$ cat src/rtl/ice40_pipe_add_pkg.sv
// ============================================================================
// Module   : ice40_pipe_add_pkg
// Brief    : Shared helpers and stage-control type for the iCE40 pipelined adder
// Revision : 1.0
// ============================================================================
`default_nettype none

package ice40_pipe_add_pkg;

  // Number of pipeline segments for a given operand width.
  function automatic int nseg(input int width, input int seg_w);
    return (seg_w > 0) ? (width / seg_w) : 1;
  endfunction

  // Configuration guard: width must split into whole segments.
  function automatic bit seg_cfg_ok(input int width, input int seg_w);
    return (seg_w >= 1) && (seg_w <= width) && ((width % seg_w) == 0);
  endfunction

  // Control half of the per-stage register bundle; the datapath half is sized
  // by the top module's WIDTH.
  typedef struct packed {
    logic valid;
    logic carry;
  } stage_ctl_t;

endpackage

`default_nettype wire

$ cat src/rtl/ice40_pipe_add_seg.sv
// ============================================================================
// Module   : ice40_pipe_add_seg
// Brief    : SEG_W-bit combinational ripple segment (LUT-XOR sum + SB_CARRY per bit)
// Revision : 1.0
// ============================================================================
`default_nettype none

module ice40_pipe_add_seg #(
  parameter int SEG_W = 4
) (
  input  logic [SEG_W-1:0] a,
  input  logic [SEG_W-1:0] b,
  input  logic             ci,
  output logic [SEG_W-1:0] s,
  output logic             co
);

  logic [SEG_W:0] w_c;

  assign w_c[0] = ci;

  generate
    for (genvar i = 0; i < SEG_W; i++) begin : g_bit
      assign s[i] = a[i] ^ b[i] ^ w_c[i];
      // SB_CARRY transfer function: CO = I0&I1 | CI&(I0|I1)
      assign w_c[i+1] = (a[i] & b[i]) | (w_c[i] & (a[i] | b[i]));
    end
  endgenerate

  assign co = w_c[SEG_W];

endmodule

`default_nettype wire

$ cat src/rtl/ice40_pipe_adder.sv
// ============================================================================
// Module   : ice40_pipe_adder
// Brief    : WIDTH-bit adder pipelined into WIDTH/SEG_W carry-registered segments.
//            Optional subtract mode via macro ICE40_PIPE_ADD_SUB_EN (adds SUB port).
// Revision : 1.0
// ============================================================================
`default_nettype none

module ice40_pipe_adder
  import ice40_pipe_add_pkg::*;
#(
  parameter int WIDTH = 16,
  parameter int SEG_W = 4
) (
  input  logic             CLK,
  input  logic             RESET_N,
  input  logic             IN_VALID,
  output logic             IN_READY,
  input  logic [WIDTH-1:0] A,
  input  logic [WIDTH-1:0] B,
  input  logic             CI,
`ifdef ICE40_PIPE_ADD_SUB_EN
  input  logic             SUB,
`endif
  output logic             OUT_VALID,
  input  logic             OUT_READY,
  output logic [WIDTH-1:0] SUM,
  output logic             CO
);

  localparam int NSEG = nseg(WIDTH, SEG_W);

  typedef struct packed {
    stage_ctl_t       ctl;
    logic [WIDTH-1:0] opa;
    logic [WIDTH-1:0] opb;
    logic [WIDTH-1:0] sum;
  } stage_t;

  generate
    if (!seg_cfg_ok(WIDTH, SEG_W)) begin : g_cfg_error
      $error("ice40_pipe_adder: WIDTH must be a positive multiple of SEG_W");
    end
  endgenerate

  stage_t           r_stage   [NSEG];
  logic [SEG_W-1:0] w_seg_a   [NSEG];
  logic [SEG_W-1:0] w_seg_b   [NSEG];
  logic [SEG_W-1:0] w_seg_s   [NSEG];
  logic             w_seg_ci  [NSEG];
  logic             w_seg_co  [NSEG];
  logic [WIDTH-1:0] w_sum_next[NSEG];
  logic [WIDTH-1:0] w_b_eff;
  logic             w_ci_eff;
  logic             w_advance;

  // Subtraction folds into the adder: A + ~B + ~CI, carry-out = no-borrow.
`ifdef ICE40_PIPE_ADD_SUB_EN
  assign w_b_eff  = SUB ? ~B : B;
  assign w_ci_eff = SUB ^ CI;
`else
  assign w_b_eff  = B;
  assign w_ci_eff = CI;
`endif

  assign w_advance = !r_stage[NSEG-1].ctl.valid || OUT_READY;
  assign IN_READY  = w_advance;

  generate
    for (genvar s = 0; s < NSEG; s++) begin : g_seg
      if (s == 0) begin : g_head
        assign w_seg_a[s]  = A[s*SEG_W +: SEG_W];
        assign w_seg_b[s]  = w_b_eff[s*SEG_W +: SEG_W];
        assign w_seg_ci[s] = w_ci_eff;
      end else begin : g_body
        assign w_seg_a[s]  = r_stage[s-1].opa[s*SEG_W +: SEG_W];
        assign w_seg_b[s]  = r_stage[s-1].opb[s*SEG_W +: SEG_W];
        assign w_seg_ci[s] = r_stage[s-1].ctl.carry;
      end

      ice40_pipe_add_seg #(
        .SEG_W (SEG_W)
      ) u_seg (
        .a  (w_seg_a[s]),
        .b  (w_seg_b[s]),
        .ci (w_seg_ci[s]),
        .s  (w_seg_s[s]),
        .co (w_seg_co[s])
      );
    end
  endgenerate

  // Finished low segments ride along with the transfer; stage s drops its slice in.
  always_comb begin
    w_sum_next[0]             = '0;
    w_sum_next[0][0 +: SEG_W] = w_seg_s[0];
    for (int s = 1; s < NSEG; s++) begin
      w_sum_next[s]                 = r_stage[s-1].sum;
      w_sum_next[s][s*SEG_W +: SEG_W] = w_seg_s[s];
    end
  end

  // Data registers load only behind a valid bit so idle-time X never enters.
  always_ff @(posedge CLK or negedge RESET_N) begin
    if (!RESET_N) begin
      for (int s = 0; s < NSEG; s++) begin
        r_stage[s] <= '0;
      end
    end else if (w_advance) begin
      r_stage[0].ctl.valid <= IN_VALID;
      if (IN_VALID) begin
        r_stage[0].ctl.carry <= w_seg_co[0];
        r_stage[0].opa       <= A;
        r_stage[0].opb       <= w_b_eff;
        r_stage[0].sum       <= w_sum_next[0];
      end
      for (int s = 1; s < NSEG; s++) begin
        r_stage[s].ctl.valid <= r_stage[s-1].ctl.valid;
        if (r_stage[s-1].ctl.valid) begin
          r_stage[s].ctl.carry <= w_seg_co[s];
          r_stage[s].opa       <= r_stage[s-1].opa;
          r_stage[s].opb       <= r_stage[s-1].opb;
          r_stage[s].sum       <= w_sum_next[s];
        end
      end
    end
  end

  assign OUT_VALID = r_stage[NSEG-1].ctl.valid;
  assign SUM       = r_stage[NSEG-1].sum;
  assign CO        = r_stage[NSEG-1].ctl.carry;

endmodule

`default_nettype wire

$ cat config.mk
export PLATFORM = sky130hd
export DESIGN_NAME = ice40_pipe_adder
export DESIGN_NICKNAME = d
export VERILOG_FILES = /design/src/rtl/ice40_pipe_add_pkg.sv /design/src/rtl/ice40_pipe_add_seg.sv /design/src/rtl/ice40_pipe_adder.sv
export SDC_FILE = /design/constraint.sdc
export NUM_CORES = 1
export LEC_CHECK = 0
export CAP_MARGIN = 10
export CORE_UTILIZATION = 59
export CTS_BUF_LIST = sky130_fd_sc_hd__clkbuf_4
export DETAILED_ROUTE_END_ITERATION = 16
export DONT_BUFFER_PORTS = 1
export HOLD_SLACK_MARGIN = 0.12
export PLACE_DENSITY = 0.9
export SYNTH_ARGS = -nofsm -noshare
export SYNTH_HDL_FRONTEND = slang
export SYNTH_SLANG_ARGS = --single-unit
$ cat constraint.sdc
create_clock -name CLK -period 2.4 [get_ports CLK]
set_clock_uncertainty 0.1 [all_clocks]
set_input_delay 0.72 -clock CLK [delete_from_list [all_inputs] [get_ports CLK]]
set_output_delay 0.72 -clock CLK [all_outputs]
set_load 0.03 [all_outputs]
==> metrics.cfg, run 1 <==
[status]
status=finished, violations left
violations=negative hold slack, negative setup slack

[sta]
worstMarginPinSlew_ns=0.408
setup_tns_ns=-0.0450
rsz0062_at_grt=yes
finalCriticalPeriod_ns=2.43
setup_violations=2
finalMaxSlewViolations=0
max_slew_margin=0.728
hold_viol_final=96
fin_crit_sh=1.01
fin_ws_ns=-0.0307
fmax_mhz=411
holdWs_ns=-0.142

[clocking]
root_buffer=clkbuf_4
clockBufferDepth=2
cts_buffers=9
clock-sinks=96
clkTransAtPathRegs_ns=0.15
clk_latency_ns=0.43
cts_tree=yes
htree_num_levels=3

[pwr]
powerDensity_mw_per_mm2=1450
p_leak_nw=2.15
ir_drop_mv=0.673
total_power_mw=6.61

[global_routing]
antenna_found_initial=0
grt_max_degree=97
grt_pass1_wl_microns=9960
grt_pass1_vias=1871
track_usage=0.177
grt_overflow=0

[detailed_routing]
drtIter0Drc=98
wire_per_inst_microns=17.9
viasPerCell=5.26
dr.pass1.iters=2
vias=1789
finalWirelength_microns=6100
drtAntennaViolNets=0
drt_drc_violations_left=0

[setup_path]
path_class=reg -> reg
cp-start-kind=flop
critPathArrivalTime_ns=2.65
cp_num_buf_inv=0
worstPathRequired_ns=2.62
cp_cell_sequence=fa_2, fa_2, fa_2, fa_2, mux2_2
critical_path.max_stage_delay_ns=0.43
cp_slowest_cell=dfrtp_1
worstReg2RegStart=r_stage[186]
rr_worst_depth=5
crit_fanout=2
cp_top_family=adder cells
r2r_end=r_stage[107]
rrSetupSlack_ns=-0.03
cp_common_cell=fa_2
critPathCaptureType=flop

[synthesis]
syn_area_per_cell_sq_um=18.4
synth_nets=294
synth_warnings=0
netlist_area_sq_mm=0.00445
synthCells=241
synth_cell_types=12
ys_ff_latch=96
synth-seq-area-share=0.540

[layout]
fin_nets=289
layout-drive-gt1-share=0.573
area_delta_synth_final_pct=2.79
num_antenna_cells=0

[die]
die_width_microns=88.8
die_h_microns=88.8
pin_count=56
core_area_sq_mm=0.00725
start_util=0.613
num_rows=31
fp.dieArea_sq_mm=0.00789

[place]
dp_hpwl_microns=4280
gp_congestion=0.662
io_buffer_count=0

[flow_run]
drv_cap=0

[worst_hold_path]
min_path_type=in -> async

placed cells by master, fill, tap and decap left out, types with 2 or more instances in the layout:
cell type   netlist  routed
fa_2              0      16
nand2_8           2       2
dfrtp_1          96      96
bufinv_16         0       2
buf_4            16       7
mux2_2           15      15
nand2_1           6       6
clkbuf_4          0      10
mux2_4           77      77
clkinvlp_4        0       2
nand2_4           2       2
cells in the mapped netlist:
| library cell | number | area, sq um |
|---|---|---|
| dfrtp_1 | 96 | 2400 |
| mux2_4 | 77 | 1160 |
| buf_4 | 16 | 120 |
| fa_1 | 16 | 320 |
| mux2_2 | 15 | 169 |
| buf_12 | 8 | 160 |
| nand2_1 | 6 | 22.5 |
| nand2_4 | 2 | 22.5 |
| nand2_8 | 2 | 40.0 |
| inv_8 | 1 | 11.3 |
| nor2b_4 | 1 | 13.8 |
| or2b_1 | 1 | 7.51 |
area by class of cell:
type                       instances  area [sq um]
clock buffer                      10          75.1
clock inverter                     6          92.6
fill                             513          2680
inverter                           1          11.3
multi-input combinational        120          1790
sequential                        96          2400
tap                               99           124
timing repair buffer               8          72.6
through the flow:
step	setup slack [ns]	hold slack, ns	cell area, sq um	std cells	utilization
floorplan	-0.281	0.324	4470	241	-
global placement	-0.289	0.326	4370	322	0.603
detailed placement	-0.330	0.326	4370	322	0.603
CTS	-0.0414	-0.168	4550	338	0.628
global route	-0.0882	-0.199	4570	340	0.630
finish	-0.0307	-0.142	4570	340	0.630
state kept, by name (all words and copies together), names as in the netlist:
name	flops
r_stage	78
CO	1
OUT_VALID	1
SUM	16
layer usage:
metal	up-vias	share of wire	track usage
met1	937	0.47	0.252
li1	801	-	-
met3	8	0.060	0.0662
met4	0	0.014	0.0660
met5	-	0	0
met2	43	0.45	0.248
kinds of logic after synthesis:
logic type	share of synthesized area
flops	0.540
mux	0.298
simple gates	0.0239
fa+ha+maj	0.0721
buf+inv	0.0656
worst reg2reg max path: cells and delay by family, from the launching register on:
kind       cells  cell delay [ns]
flops          1             0.43
mux            1             0.26
fa+ha+maj      4             1.53
report_power, final:
| part | total, mW | leakage (nW) | switching, mW | internal, mW |
|---|---|---|---|---|
| Sequential | 3.22 | 1.12 | 0.865 | 2.36 |
| Clock | 0.969 | 0.0832 | 0.529 | 0.440 |
| Combinational | 2.42 | 0.940 | 0.774 | 1.64 |
how the worst max path moves through the flow:
stage	startpoint	to	depth (start not counted)
2_1_floorplan	A[0]	r_stage[153]	5
3_3_place_gp	A[0]	r_stage[153]	5
3_5_place_dp	A[0]	r_stage[153]	5
4_1_cts	r_stage[148]	r_stage[61]	5
5_1_grt	r_stage[186]	r_stage[107]	5
6_report	r_stage[186]	r_stage[107]	5
timing repair:
action                                  CTS  global route
hold endpoints to repair                 96            96
endpoints found under the setup margin    6             6
pin swaps                                 2             2
gates resized for setup                   4             1
setup buffers                             0             2
No activity file was read; power rests on OpenSTA's default activity.
==> run 2, diff against run 1 <==
Settings changed: CORE_UTILIZATION 59 to 52, DONT_BUFFER_PORTS 1 to default, PLACE_DENSITY 0.9 to 0.91.
==> metrics.cfg, run 2 (same netlist as run 1, synthesis figures left out) <==
[detailed_routing]
dr.pass1.iters=4  ; +2
finalWirelength_microns=6260  ; +2.7%
drt_drc_violations_left=0  ; unchanged
viasPerCell=4.87  ; -7.5%
drtIter0Drc=92  ; -6.1%
wire_per_inst_microns=15.2  ; -15%
vias=2001  ; +12%
drtAntennaViolNets=0  ; unchanged

[sta]
worstMarginPinSlew_ns=0.481  ; +0.0736 ns
finalMaxSlewViolations=0  ; unchanged
hold_viol_final=0  ; -100%
setup_tns_ns=-0.0914  ; -0.0464 ns
fin_ws_ns=-0.0408  ; -0.0101 ns
setup_violations=3  ; +1
rsz0062_at_grt=yes
max_slew_margin=0.679  ; -0.0488
finalCriticalPeriod_ns=2.44  ; +0.0101 ns
fmax_mhz=410  ; -0.41%
fin_crit_sh=1.02  ; +0.00421

[setup_path]
worstReg2RegStart=r_stage[148]
critPathArrivalTime_ns=2.66  ; about the same
cp_top_family=adder cells
cp_common_cell=fa_2
crit_fanout=2  ; unchanged
cp-start-kind=flop
critPathCaptureType=flop
critical_path.startpoint=r_stage[148]
critical_path.max_stage_delay_ns=0.44  ; about the same
path_class=reg -> reg
cp_num_buf_inv=0  ; unchanged
worstPathRequired_ns=2.62  ; about the same
cp_cell_sequence=fa_2, fa_2, fa_2, fa_2, mux2_2
cp_slowest_cell=dfrtp_1

[global_routing]
top_usage_layer=met2
track_usage=0.160  ; -0.0168
grt_overflow=0  ; unchanged
grt_pass1_vias=2074  ; +11%
antenna_found_initial=0  ; unchanged
use_met3=0.0346  ; -0.0316
use_met1=0.225  ; -0.0274
grt_max_degree=97  ; unchanged
use_met2=0.244  ; -0.00429
grt_pass1_wl_microns=10500  ; +5.2%

[layout]
largest_register_ffs=78  ; unchanged
final_common_cell=dfrtp_1
area_delta_synth_final_pct=17.4
layout-drive-gt1-share=0.497  ; -0.0759
finalInstanceArea_sq_mm=0.00522  ; +14%
num_antenna_cells=0  ; unchanged
fin_nets=354  ; +22%
top_register=r_stage
final_cell_mix=96 x dfrtp_1, 77 x mux2_4, 49 x clkdlybuf4s50_1

[clocking]
clockBufferDepth=2  ; unchanged
cts_tree=yes
cts_hold_buffers=0
root_buffer=clkbuf_4
clock-sinks=96  ; unchanged
cts_buffers=9  ; unchanged
htree_num_levels=3  ; unchanged
clkTransAtPathRegs_ns=0.15  ; about the same
clk_latency_ns=0.43  ; about the same

[die]
core_area_sq_mm=0.00826  ; +14%
start_util=0.538  ; -0.0746
die_h_microns=94.5  ; +6.4%
num_rows=33  ; +6.5%
fp.dieArea_sq_mm=0.00892  ; +13%
die_width_microns=94.5  ; +6.4%
pin_count=56  ; unchanged

[place]
post_dp_cell_area_sq_mm=0.00507  ; +16%
gp_congestion=0.715  ; +8.1%
dp_hpwl_microns=4700  ; +10%
io_buffer_count=55  ; +55

[status]
status=finished, violations left
violations=negative setup slack

[worst_hold_path]
min_path_type=in -> async

[pwr]
p_leak_nw=2.43  ; +13%
powerDensity_mw_per_mm2=1330  ; -8.3%
ir_drop_mv=0.473  ; -30%

[flow_run]
drv_cap=0  ; unchanged

-- run 2: cell types whose count changed in the layout (fill, tap and decap cells not counted), moves of 2 or more --
cell / delta
clkinv_2: +2
clkdlybuf4s50_1: +49
inv_6: +3
buf_4: +5
clkbuf_2: +2
bufinv_16: -2
buf_12: +7
-- run 2: what timing repair did --
| action | in CTS | in global routing |
|---|---|---|
| buffers inserted | 2 | 3 |
| pin swaps | 7 | 6 |
| gates cloned | 0 | 0 |
| setup endpoints to repair | 9 | 6 |
| resized for setup | 11 | 4 |
-- run 2: area by class of cell --
class	count	area, sq um
clock buffers	9	67.6
clock inverters	7	52.6
fillers	583	3040
inverters	1	11.3
multi-input cells	120	1790
flip-flops and latches	96	2400
well taps	105	131
repair buffers	73	764
-- run 2: worst paths after layout --
kind / to / slack [ns] / depth (start not counted)
worst max-delay path: r_stage[61] / -0.04 / 5
worst min-delay path: r_stage[191] / 0.18 / 2
worst max register to register: r_stage[61] / -0.04 / 5
worst min register to register: r_stage[81] / 0.40 / 1
max in group asynchronous: r_stage[106] / 1.61 / 2
min in group CLK: r_stage[81] / 0.40 / 1
-- run 2: stage by stage --
| step | hold WS, ns | total power [mW] | utilization | cells | worst slack, ns |
|---|---|---|---|---|---|
| after global routing | 0.217 | 7.35 | 0.632 | 411 | -0.0946 |
| after CTS | 0.207 | 6.97 | 0.630 | 408 | -0.0709 |
| after global placement | 0.389 | 6.01 | 0.614 | 390 | -0.750 |
| after floorplan | 0.324 | 5.46 | - | 241 | -0.281 |
| after detailed placement | 0.396 | 6.19 | 0.614 | 390 | -0.763 |
| final | 0.185 | 6.92 | 0.632 | 411 | -0.0408 |
-- run 2: where the power goes --
group | internal, mW | switching [mW]
Combinational | 2.07 | 1.19
Clock | 0.225 | 0.543
Sequential | 2.36 | 0.535
-- run 2: per-layer routing --
layer  up-vias  wire length [microns]
met5         -                      0
met4         0                    107
met3         9                    231
met2        41                   2940
met1      1013                   2980
li1        938                      -
-- run 2: worst register-to-register path, cell delays in order (launching register included) --
cell	delay (ns)
dfrtp_1	0.44
fa_2	0.41
fa_2	0.36
fa_2	0.36
fa_2	0.40
mux2_2	0.26
==> run 3, diff against run 2 <==
Settings changed: CORE_MARGIN from default to 2, CORE_UTILIZATION 52 to 45, PLACE_DENSITY 0.91 to 0.82.
==> metrics.cfg, run 3 (same netlist as run 1, synthesis figures left out) <==
[status]
status=finished, violations left
violations=negative setup slack

[place]
io_buffer_count=55  ; unchanged
gp_congestion=0.721  ; +0.87%
dp_hpwl_microns=5090  ; +8.1%
post-place-ws_ns=-0.779  ; -0.0156 ns
post_dp_cell_area_sq_mm=0.00512  ; +0.99%

[detailed_routing]
vias=2007  ; +0.30%
dr.pass1.iters=2  ; -2
drtAntennaViolNets=0  ; unchanged
drtIter0Drc=48  ; -48%
top_layer_used=met4
wl_met1_microns=2990  ; +0.10%
met3_length_microns=264  ; +14%
viasPerCell=4.55  ; -6.5%
drt_drc_violations_left=0  ; unchanged
wire_per_inst_microns=15.0  ; -1.5%
dr_wl_met2_microns=3230  ; +9.8%
finalWirelength_microns=6620  ; +5.7%

[die]
pin_count=56  ; unchanged
die_h_microns=103  ; +9.5%
fp.dieArea_sq_mm=0.0107  ; +20%
die_width_microns=103  ; +9.5%
core_area_sq_mm=0.00968  ; +17%
start_util=0.459  ; -0.0793
num_rows=36  ; +9.1%

[clocking]
htree_num_levels=3  ; unchanged
cts_buffers=9  ; unchanged
clkTransAtPathRegs_ns=0.15  ; about the same
clk_latency_ns=0.43  ; about the same
cts_tree=yes
root_buffer=clkbuf_4
clock-sinks=96  ; unchanged
clockBufferDepth=2  ; unchanged

[setup_path]
cp-start-kind=flop
path_class=reg -> reg
cp_common_cell=fa_2
cp_top_family=adder cells
cp_num_buf_inv=0  ; unchanged
cp_cell_sequence=fa_2, fa_2, fa_2, fa_2, mux2_2
cp_slowest_cell=dfrtp_1
rrSetupSlack_ns=-0.02  ; +0.02 ns
critPathCaptureType=flop
worstReg2RegStart=r_stage[148]
r2r_end=r_stage[61]
critPathArrivalTime_ns=2.64  ; -0.02 ns
crit_fanout=2  ; unchanged
rr_worst_depth=5  ; unchanged
critical_path.max_stage_delay_ns=0.43  ; about the same
worstPathRequired_ns=2.62  ; about the same

[layout]
layout-drive-gt1-share=0.498  ; +0.00164
final_cell_mix=96 x dfrtp_1, 77 x mux2_4, 49 x clkdlybuf4s50_1
final_common_cell=dfrtp_1
postLayoutCoreUtil=0.546  ; -0.0864
fin_nets=355  ; +0.28%
finalInstanceArea_sq_mm=0.00528  ; +1.2%
largest_register_ffs=78  ; unchanged
top_register=r_stage
area_delta_synth_final_pct=18.9

[sta]
finalCriticalPeriod_ns=2.42  ; -0.0171 ns
rsz0062_at_grt=yes
finalMaxSlewViolations=0  ; unchanged
hold_viol_final=0  ; unchanged
fin_ws_ns=-0.0237  ; +0.0171 ns
fin_crit_sh=1.01  ; -0.00714
setup_violations=3  ; unchanged
worstMarginPinSlew_ns=0.477  ; -0.00457 ns
max_slew_margin=0.682  ; +0.00305
fmax_mhz=413  ; +0.71%

[pwr]
power_switching_mw=2.29  ; +0.69%
ir_drop_mv=0.390  ; -18%
powerDensity_mw_per_mm2=1320  ; -0.83%
clock_power_share=0.113  ; +0.002
seq_power_share=0.416  ; -0.002
p_int_mw=4.67  ; +0.27%
total_power_mw=6.95  ; +0.41%
p_sw_frac=0.329  ; +0.000907
p_leak_nw=2.43  ; about the same
power_frac_comb=0.471  ; about the same

[worst_hold_path]
whs_endpoint=r_stage[101]
hold_start=r_stage[151]
min_path_type=reg -> reg
min_path_cells=1

[global_routing]
grt_overflow=0  ; unchanged
grt_max_degree=38  ; -61%
antenna_found_initial=1  ; +1
grt_pass1_vias=2171  ; +4.7%
grt_pass1_wl_microns=10900  ; +3.6%
track_usage=0.136  ; -0.0244

[flow_run]
drv_cap=0  ; unchanged

-- run 3: repair_timing --
action,CTS,global route
gates resized for setup,11,4
setup buffers,1,2
pin swaps,4,3
hold buffers,1,0
hold endpoints to repair,16,0
setup endpoints to repair,9,7
-- run 3: routing by layer --
layer | track usage | up-vias
li1 | - | 939
met1 | 0.184 | 1023
met2 | 0.213 | 34
met3 | 0.0202 | 11
met4 | 0.0719 | 0
met5 | 0 | -
-- run 3: worst reg2reg max path, stage by stage (launching register included) --
cell and delay, ns:
dfrtp_1 0.43, fa_2 0.40, fa_2 0.36, fa_2 0.36
fa_2 0.40, mux2_2 0.27
-- run 3: area by class of cell --
cell class / count / area, sq um
sequential: 96 / 2400
multi-input combinational: 120 / 1790
tap: 133 / 166
antenna: 1 / 2.50
inverter: 1 / 11.3
fill: 769 / 4400
clock inverter: 6 / 53.8
clock buffer: 10 / 75.1
timing repair buffer: 74 / 781
-- run 3: worst max path at each step --
stage | cells past startpoint | from | to
finish | 5 | r_stage[148] | r_stage[61]
global route | 5 | r_stage[148] | r_stage[61]
CTS | 6 | A[0] | r_stage[153]
detailed placement | 6 | A[0] | r_stage[153]
global placement | 6 | A[0] | r_stage[153]
floorplan | 5 | A[0] | r_stage[153]
-- run 3: per-stage QoR --
step	hold WS [ns]	cells	TNS [ns]
3_3_place_gp	0.390	420	-2.27
2_1_floorplan	0.324	241	-0.480
3_5_place_dp	0.394	420	-2.82
5_1_grt	0.432	441	-0.174
4_1_cts	0.416	438	-0.110
6_report	0.417	441	-0.0429
-- run 3: power groups by stage --
stage | Combinational [mW] | Sequential [mW] | Clock (mW)
2_1_floorplan | 2.67 | 2.79 | 0
3_3_place_gp | 3.15 | 2.89 | 0
3_5_place_dp | 3.28 | 2.94 | 0
4_1_cts | 3.30 | 2.91 | 0.814
5_1_grt | 3.53 | 2.99 | 0.872
6_report | 3.27 | 2.89 | 0.785
